[src/rtl/counter_cmd_ctrl_if.sv]
// counter_cmd_ctrl_if
// Groups the command handshake, the abort input, the counter drive outputs and
// the status outputs of counter_cmd_ctrl.
//   master : command source (drives cmd_*, abort; observes everything else)
//   slave  : the sequencer itself
interface counter_cmd_if #(
  parameter int WIDTH = 8
);
  logic             cmd_valid;
  logic             cmd_ready;
  logic [1:0]       cmd_op;
  logic [WIDTH-1:0] cmd_data;
  logic [WIDTH-1:0] cmd_len;
  logic             abort;
  logic [WIDTH-1:0] data_in;
  logic             ld;
  logic             inc;
  logic             busy;
  logic             done;
  logic [WIDTH-1:0] exp_q;

  modport master (
    output cmd_valid, cmd_op, cmd_data, cmd_len, abort,
    input  cmd_ready, data_in, ld, inc, busy, done, exp_q
  );

  modport slave (
    input  cmd_valid, cmd_op, cmd_data, cmd_len, abort,
    output cmd_ready, data_in, ld, inc, busy, done, exp_q
  );
endinterface

[src/rtl/counter_cmd_ctrl.sv]
// counter_cmd_ctrl
// Command sequencer in front of an 8-bit loadable counter. One command is
// accepted at a time and expanded into a one-cycle load and/or a burst of N
// increments. A shadow copy of the counter value is kept on exp_q.
//
// Ports
//   clk  : rising-edge clock
//   rst  : asynchronous active-low reset
//   bus  : counter_cmd_if slave (cmd handshake, abort, data_in/ld/inc drive,
//          busy/done status, exp_q shadow value)
//
// state  | meaning
// -------+-----------------------------------------------
// IDLE   | ready for a command
// LOAD   | ld asserted for one cycle
// INC    | inc asserted, remaining count decrements
// DONE   | one-cycle completion pulse
module counter_cmd_ctrl #(
  parameter int WIDTH = 8
) (
  input  logic         clk,
  input  logic         rst,
  counter_cmd_if.slave bus
);

  typedef enum logic [1:0] {
    S_IDLE = 2'd0,
    S_LOAD = 2'd1,
    S_INC  = 2'd2,
    S_DONE = 2'd3
  } state_t;

  localparam logic [1:0] OP_NOP    = 2'b00;
  localparam logic [1:0] OP_LOAD   = 2'b01;
  localparam logic [1:0] OP_INC    = 2'b10;
  localparam logic [1:0] OP_LDINC  = 2'b11;

  state_t           r_state;
  state_t           w_state_nxt;
  logic [1:0]       r_op;
  logic [WIDTH-1:0] r_cnt;
  logic [WIDTH-1:0] w_cnt_nxt;
  logic [WIDTH-1:0] r_data_in;
  logic [WIDTH-1:0] r_exp_q;
  logic             r_ld;
  logic             r_inc;
  logic             r_done;
  logic             w_accept;
  logic             w_ld_nxt;
  logic             w_inc_nxt;
  logic             w_done_nxt;

  // abort coincident with an accept is deliberately not looked at here
  assign w_accept = bus.cmd_valid && (r_state == S_IDLE);

  // state register and registered outputs
  always_ff @(posedge clk or negedge rst) begin
    if (!rst) begin
      r_state <= S_IDLE;
      r_cnt   <= '0;
      r_op    <= OP_NOP;
      r_ld    <= 1'b0;
      r_inc   <= 1'b0;
      r_done  <= 1'b0;
    end else begin
      r_state <= w_state_nxt;
      r_cnt   <= w_cnt_nxt;
      r_ld    <= w_ld_nxt;
      r_inc   <= w_inc_nxt;
      r_done  <= w_done_nxt;
      if (w_accept) r_op <= bus.cmd_op;
    end
  end

  // next-state logic
  always_comb begin
    w_state_nxt = r_state;
    w_cnt_nxt   = r_cnt;
    case (r_state)
      S_IDLE: begin
        if (w_accept) begin
          w_cnt_nxt = bus.cmd_len;
          case (bus.cmd_op)
            OP_LOAD, OP_LDINC: w_state_nxt = S_LOAD;
            OP_INC:            w_state_nxt = (bus.cmd_len != '0) ? S_INC : S_DONE;
            default:           w_state_nxt = S_DONE;
          endcase
        end
      end
      S_LOAD: begin
        if (bus.abort)                             w_state_nxt = S_IDLE;
        else if (r_op == OP_LDINC && r_cnt != '0)  w_state_nxt = S_INC;
        else                                       w_state_nxt = S_DONE;
      end
      S_INC: begin
        if (bus.abort) begin
          w_state_nxt = S_IDLE;
        end else begin
          // count is always >0 on entry, so the burst is exactly N cycles
          w_cnt_nxt = r_cnt - WIDTH'(1);
          if (r_cnt == WIDTH'(1)) w_state_nxt = S_DONE;
        end
      end
      default: w_state_nxt = S_IDLE;
    endcase
  end

  // outputs are decoded from the next state so they are registered yet
  // line up exactly with the state they belong to
  always_comb begin
    w_ld_nxt   = (w_state_nxt == S_LOAD);
    w_inc_nxt  = (w_state_nxt == S_INC);
    w_done_nxt = (w_state_nxt == S_DONE);
  end

  // load value and shadow counter
  always_ff @(posedge clk or negedge rst) begin
    if (!rst) begin
      r_data_in <= '0;
      r_exp_q   <= '0;
    end else begin
      if (w_accept && bus.cmd_op[0]) r_data_in <= bus.cmd_data;
      // mirrors the counter: ld has priority, inc wraps naturally
      if (r_ld)       r_exp_q <= r_data_in;
      else if (r_inc) r_exp_q <= r_exp_q + WIDTH'(1);
    end
  end

  assign bus.cmd_ready = (r_state == S_IDLE);
  assign bus.busy      = (r_state != S_IDLE);
  assign bus.data_in   = r_data_in;
  assign bus.ld        = r_ld;
  assign bus.inc       = r_inc;
  assign bus.done      = r_done;
  assign bus.exp_q     = r_exp_q;

endmodule

[src/flat_wrapper.sv]
// flat-port wrapper written by rule: the top's interface ports become plain ports
module counter_cmd_ctrl_flat 
#(
  parameter int WIDTH = 8
)
  (clk, rst, bus_cmd_valid, bus_cmd_op, bus_cmd_data, bus_cmd_len, bus_abort, bus_cmd_ready, bus_data_in, bus_ld, bus_inc, bus_busy, bus_done, bus_exp_q);
  counter_cmd_if #(.WIDTH(WIDTH)) bus_i ();
  input  logic clk;
  input  logic rst;
  input wire logic [$bits(bus_i.cmd_valid)-1:0] bus_cmd_valid;
  input wire logic [$bits(bus_i.cmd_op)-1:0] bus_cmd_op;
  input wire logic [$bits(bus_i.cmd_data)-1:0] bus_cmd_data;
  input wire logic [$bits(bus_i.cmd_len)-1:0] bus_cmd_len;
  input wire logic [$bits(bus_i.abort)-1:0] bus_abort;
  output wire logic [$bits(bus_i.cmd_ready)-1:0] bus_cmd_ready;
  output wire logic [$bits(bus_i.data_in)-1:0] bus_data_in;
  output wire logic [$bits(bus_i.ld)-1:0] bus_ld;
  output wire logic [$bits(bus_i.inc)-1:0] bus_inc;
  output wire logic [$bits(bus_i.busy)-1:0] bus_busy;
  output wire logic [$bits(bus_i.done)-1:0] bus_done;
  output wire logic [$bits(bus_i.exp_q)-1:0] bus_exp_q;
  assign bus_i.cmd_valid = bus_cmd_valid;
  assign bus_i.cmd_op = bus_cmd_op;
  assign bus_i.cmd_data = bus_cmd_data;
  assign bus_i.cmd_len = bus_cmd_len;
  assign bus_i.abort = bus_abort;
  assign bus_cmd_ready = bus_i.cmd_ready;
  assign bus_data_in = bus_i.data_in;
  assign bus_ld = bus_i.ld;
  assign bus_inc = bus_i.inc;
  assign bus_busy = bus_i.busy;
  assign bus_done = bus_i.done;
  assign bus_exp_q = bus_i.exp_q;
  counter_cmd_ctrl #(.WIDTH(WIDTH)) u_core (.clk(clk), .rst(rst), .bus(bus_i));
endmodule
[config.mk]
export PLATFORM = sky130hd
export DESIGN_NAME = counter_cmd_ctrl_flat
export DESIGN_NICKNAME = d
export VERILOG_FILES = /design/src/rtl/counter_cmd_ctrl_if.sv /design/src/rtl/counter_cmd_ctrl.sv /design/src/flat_wrapper.sv
export SDC_FILE = /design/constraint.sdc
export NUM_CORES = 1
export LEC_CHECK = 0
export ABC_AREA = 1
export BUFFER_PORTS_ARGS = -buffer_cell sky130_fd_sc_hd__buf_2
export CAP_MARGIN = 10
export CORE_MARGIN = 2
export CORE_UTILIZATION = 35
export DETAILED_ROUTE_END_ITERATION = 8
export PLACE_DENSITY_LB_ADDON = 0.08
export REMOVE_ABC_BUFFERS = 1
export SYNTH_ARGS = -nofsm -noshare
export SYNTH_HDL_FRONTEND = slang
export SYNTH_SLANG_ARGS = --single-unit
[constraint.sdc]
create_clock -name clk -period 1.51 [get_ports clk]
set_input_delay 0.151 -clock clk [delete_from_list [all_inputs] [get_ports clk]]
set_output_delay 0.151 -clock clk [all_outputs]
set_load 0.01 [all_outputs]
; ---- Word-level counts from Yosys, hierarchy flattened
; Index checks and enable logic that the tools add are counted.
[word_totals]
ff_bits = 31
latchBits = 0
ramBits = 0
romBits = 0
inputBits = 22
output_inout_bits = 21
memories = 0
[op_classes]
add_sub_neg = 2
mul = 0
n_div = 0
order_cmp = 0
eq_ne = 12
shift = 0
n_mux = 13
n_bitwise = 0
n_reduce_logical = 11
[ops]
columns = operator, count
row1 = $mux W8, 4
row2 = $pmux W8 S2, 1
row3 = $reduce_bool A8 Y1, 2
row4 = $eq A2 B2 Y1 const B, 6
row5 = $add A8 B1 Y8 const B, 1
row6 = $eq A8 B1 Y1 const B, 1
row7 = $mux W2, 4
row8 = $sub A8 B1 Y8 const B, 1
row9 = $eq A2 B1 Y1 const B, 3
row10 = $pmux W2 S3, 1
row11 = $reduce_bool A2 Y1, 3
row12 = $pmux W2 S2, 1
row13 = $logic_and A1 B1 Y1, 3
row14 = $reduce_and A3 Y1, 1
row15 = $logic_not A2 Y1, 1
row16 = $mux W1, 2
row17 = $ne A2 B1 Y1 const B, 1
row18 = $ne A2 B2 Y1 const B, 1
row19 = $reduce_or A2 Y1, 1

; ---- Depth between registers and ports, before layout
[logic_depth]
depth_word = 6
depth_mapped = 9
ltp_nobuf = 9

; ---- Worst setup path before layout
; No wires, ideal clock.
[synth_path]
path_kind = reg-to-reg
startpoint = register u_core.r_state[1]
endpoint = register u_core.r_cnt[6]
setup_time_ns = 0.116
arrival_ns = 1.190
required_ns = 1.394
slack_ns = 0.204
path_stages_with_launch = 8
path_buffers = 1
cell_sequence = dfrtp_1 > nor2_2 > nand2_4 > nand2_4 > buf_12 > o2111ai_2 > nand2_1 > nand2_1
[synth_via]
elab_chain_len = 4
word_cells_on_any_way = 8
[synth_rtl]
columns = item, line
row1 = "start, declared", counter_cmd_ctrl.sv:38  ; state_t r_state;
row2 = "start signal, assigned", counter_cmd_ctrl.sv:66  ; r_state <= w_state_nxt;
row3 = $logic_not A2 Y1 (*), -
row4 = named net bus_cmd_ready, flat_wrapper.sv:15  ; output wire logic [$bits(bus_i.cmd_ready)-1:0] bus_cmd_ready;
row5 = $logic_and A1 B1 Y1, counter_cmd_ctrl.sv:54  ; assign w_accept = bus.cmd_valid && (r_state == S_IDLE);
row6 = $ne A2 B1 Y1 (no line), -
row7 = $reduce_and A3 Y1 (no line), -
row8 = "end signal, assigned", counter_cmd_ctrl.sv:67  ; r_cnt <= w_cnt_nxt;
row9 = "end, declared", counter_cmd_ctrl.sv:41  ; logic [WIDTH-1:0] r_cnt;
; The timed path passes the listed nets; every way through them passes the cells marked *.
; A chain may end at the register's enable or synchronous reset.

; ---- Worst setup path in the final report
[layout_path]
startpoint = register u_core.r_cnt[0]
endpoint = register u_core.r_cnt[7]
[layout_via]
elab_chain_len = 3
[layout_rtl]
columns = item, line
row1 = $sub A8 B1 Y8, counter_cmd_ctrl.sv:100  ; w_cnt_nxt = r_cnt - WIDTH'(1);
row2 = $mux W8, counter_cmd_ctrl.sv:96  ; if (bus.abort) begin
row3 = $pmux W8 S2, counter_cmd_ctrl.sv:79  ; case (r_state)
; No other way between the ends. The select of a mux whose other input is x is not followed.

==> impl_metrics.toml <==
[outcome]
status = "completed"

[power]
power_density_mw_per_mm2 = 2020
irDropWorstVdd_v = 0.000831
power_mw = 4.27
cellLeakagePower_nw = 1.12

[setup_path]
crit_chain = "inv_1 > nand3_1 > nor2_1 > nand3_1 > nand2_1 > nand2_1 > nand2_1 > inv_1"
arrival_ns = 1.53
criticalPathCategory = "reg2reg"
slowest_stage = "dfrtp_1"
path_common_cell = "nand2_1"
startpoint_type = "flop"
crit_path_end_kind = "flop"
path_max_fanout = 5
r2r-start = "u_core.r_cnt[0]$_DFFE_PN0P_"
cp.required_ns = 1.69
cpPeakStageDelay_ns = 0.39
worstSetupStartpoint = "u_core.r_cnt[0]$_DFFE_PN0P_"

[drt]
vias = 1531
vias_per_cell = 4.81
drt-wirelength-per-cell_um = 12.3
dr.pass1.iters = 4
antenna_left = 0
wl_mm = 3.90
drc = 0
drt-initial-drc-count = 76

[timing]
rsz0062_at_grt = "false"
tns_ns = 0
max_slew_margin = 0.701
fmax_mhz = 742
finClkSkew_ns = 0.00543
min_period_over_period = 0.893
worstMarginPinSlew_ns = 0.448
layout_setup_ws_ns = 0.162
setup_viol = 0
drv_slew = 0
finalCriticalPeriod_ns = 1.35
hold_viol = 0

[synth]
avgSynthCellArea_um2 = 7.97
synth_area_mm2 = 0.00167
synth-main-ff-cell = "dfrtp_1"
synth_area_leader_cell = "dfrtp_1"
synth_cells = 210
async_reset_ff_frac = 1.00
synth_top_cells_by_area = "dfrtp_1, nand2_1, inv_1"
synth_enable_flop_cells = 0
seq_area_frac_synth = 0.463
yosysWarnings = 0
synth.top_cell.area_share = 0.463
yosys.cell_types.count = 31
ys_seq_elements = 31

[grt]
grt_use_total = 0.152
grt_max_degree = 21
grt_pass1_vias = 1364
antenna_found_initial = 0
grt_first_pass_wirelength_mm = 6.21
grt_overflow = 0

[die]
initial_core_util = 0.359
pin_count = 43
dieWidth_um = 73.2
die_area_mm2 = 0.00535
core_area_mm2 = 0.00466
dieHeight_um = 73.2
row_count = 25

[place]
portBuffers = 42
place_ws_ns = 0.0765
post_dp_cell_area_mm2 = 0.00194
placed_cells = 305
dp.final_hpwl_mm = 2.90
gp_congestion = 0.818

[cts]
cts.sinks = 31
ctsResizeCount = 0
cts_root_buf = "clkbuf_8"
tritoncts = "built"
htreeDepth = 2
clk-insertion-delay-late_ns = 0.28
cts.path.max_buffers = 2
clk_transition_reported_paths_ns = 0.07
numCtsBuffers = 5

[finish]
fin_nets = 289
design_area_mm2 = 0.00211
area_delta_synth_final_pct = 25.9
diodes = 0
fin_cells = 318
drive_gt1_frac = 0.258

[run]
max_cap_viol_count = 0

[min_path]
hp-class = "in2reg"
hold_start = "bus_cmd_data[7]"
[flip-flops by register name, indices dropped and copies added, names as in the netlist]
register,count
u_core.bus.data_in,8
u_core.r_cnt,8
u_core.bus.exp_q,8
u_core.bus.ld,1
u_core.r_op,2
u_core.r_state,2
u_core.bus.inc,1
u_core.bus.done,1
[worst paths after layout]
path	endpoint	slack, ns	depth (start not counted)
hold / removal	u_core.bus.data_in[7]$_DFFE_PN0P_	0.07	3
setup / recovery	u_core.r_cnt[7]$_DFFE_PN0P_	0.16	8
min in group asynchronous	u_core.bus.data_in[6]$_DFFE_PN0P_	0.35	2
max in group asynchronous	u_core.bus.exp_q[2]$_DFFE_PN0P_	0.69	3
hold reg to reg	u_core.r_op[1]$_DFFE_PN0N_	0.49	2
setup reg to reg	u_core.r_cnt[7]$_DFFE_PN0P_	0.16	8
[cells in the final DEF (no fill, tap or decap), types with 2 or more instances in the layout]
cell type / count
nand3_1: 11
o211ai_1: 3
inv_2: 3
nand2_1: 73
o21ai_1: 5
xnor2_1: 2
nand4_1: 3
dfrtp_1: 31
a21oi_1: 2
a22oi_1: 4
inv_1: 20
buf_4: 5
nand2_4: 2
buf_2: 42
clkbuf_8: 6
nor2_1: 18
o21ai_0: 10
ha_1: 4
xor2_1: 3
nor3_1: 2
[kinds of logic after synthesis]
| kind of cell | after synthesis | share of synthesized area |
|---|---|---|
| AO/OA/AOI/OAI | 28 | 0.106 |
| XOR/XNOR | 5 | 0.0262 |
| adder cells (fa/ha/maj) | 4 | 0.0299 |
| buffers and inverters | 26 | 0.0688 |
| flip-flops | 31 | 0.463 |
| AND/OR/NAND/NOR | 116 | 0.306 |
[per-layer routing]
metal,GRT usage,vias up,share of wire
met5,0,-,0
met4,0.0432,0,0.0097
met3,0.0456,6,0.043
met2,0.256,33,0.50
met1,0.189,710,0.45
li1,-,782,-
[worst max-delay path, delay by kind of cell (launching register included)]
kind	cells	cell delay, ns
buffers and inverters	2	0.15
flip-flops	1	0.39
AND/OR/NAND/NOR	6	0.70
[synth_stat cells, types with 2 or more instances]
cell type and number:
nand4_1 3, nand2_4 2, nand3_1 11, o211ai_1 3
a21oi_1 2, nor3_1 2, o21ai_0 10, inv_2 3
o21ai_1 5, xor2_1 3, a22oi_1 4, nand2_1 73
xnor2_1 2, nor2_1 18, dfrtp_1 31, ha_1 4
inv_1 20
[report_power, final]
part	internal, mW	switching [mW]	leakage (nW)	total, mW
sequential	1.21	0.365	0.383	1.57
combinational	0.758	1.08	0.674	1.84
clock	0.534	0.322	0.0612	0.855
total	2.50	1.77	1.12	4.27
[per-stage QoR]
step                hold WS, ns   util
floorplan                -0.145      -
global placement          0.123  0.416
global route             0.0723  0.452
CTS                      0.0576  0.443
finish                   0.0656  0.452
detailed placement        0.117  0.416
[what timing repair did]
action	in CTS	in global routing
hold buffers	1	0
buffers inserted	0	4
setup endpoints to repair	0	6
endpoints found under the hold margin	18	0
[area by class of cell]
type,count,area [µm²]
fillers,484,2550
multi-input cells,153,783
flip-flops and latches,31,776
repair buffers,49,278
inverters,23,86.3
clock buffers,6,82.6
well taps,54,67.6
clock inverters,2,35.0
Note: power is estimated with default switching activity, not from simulation.
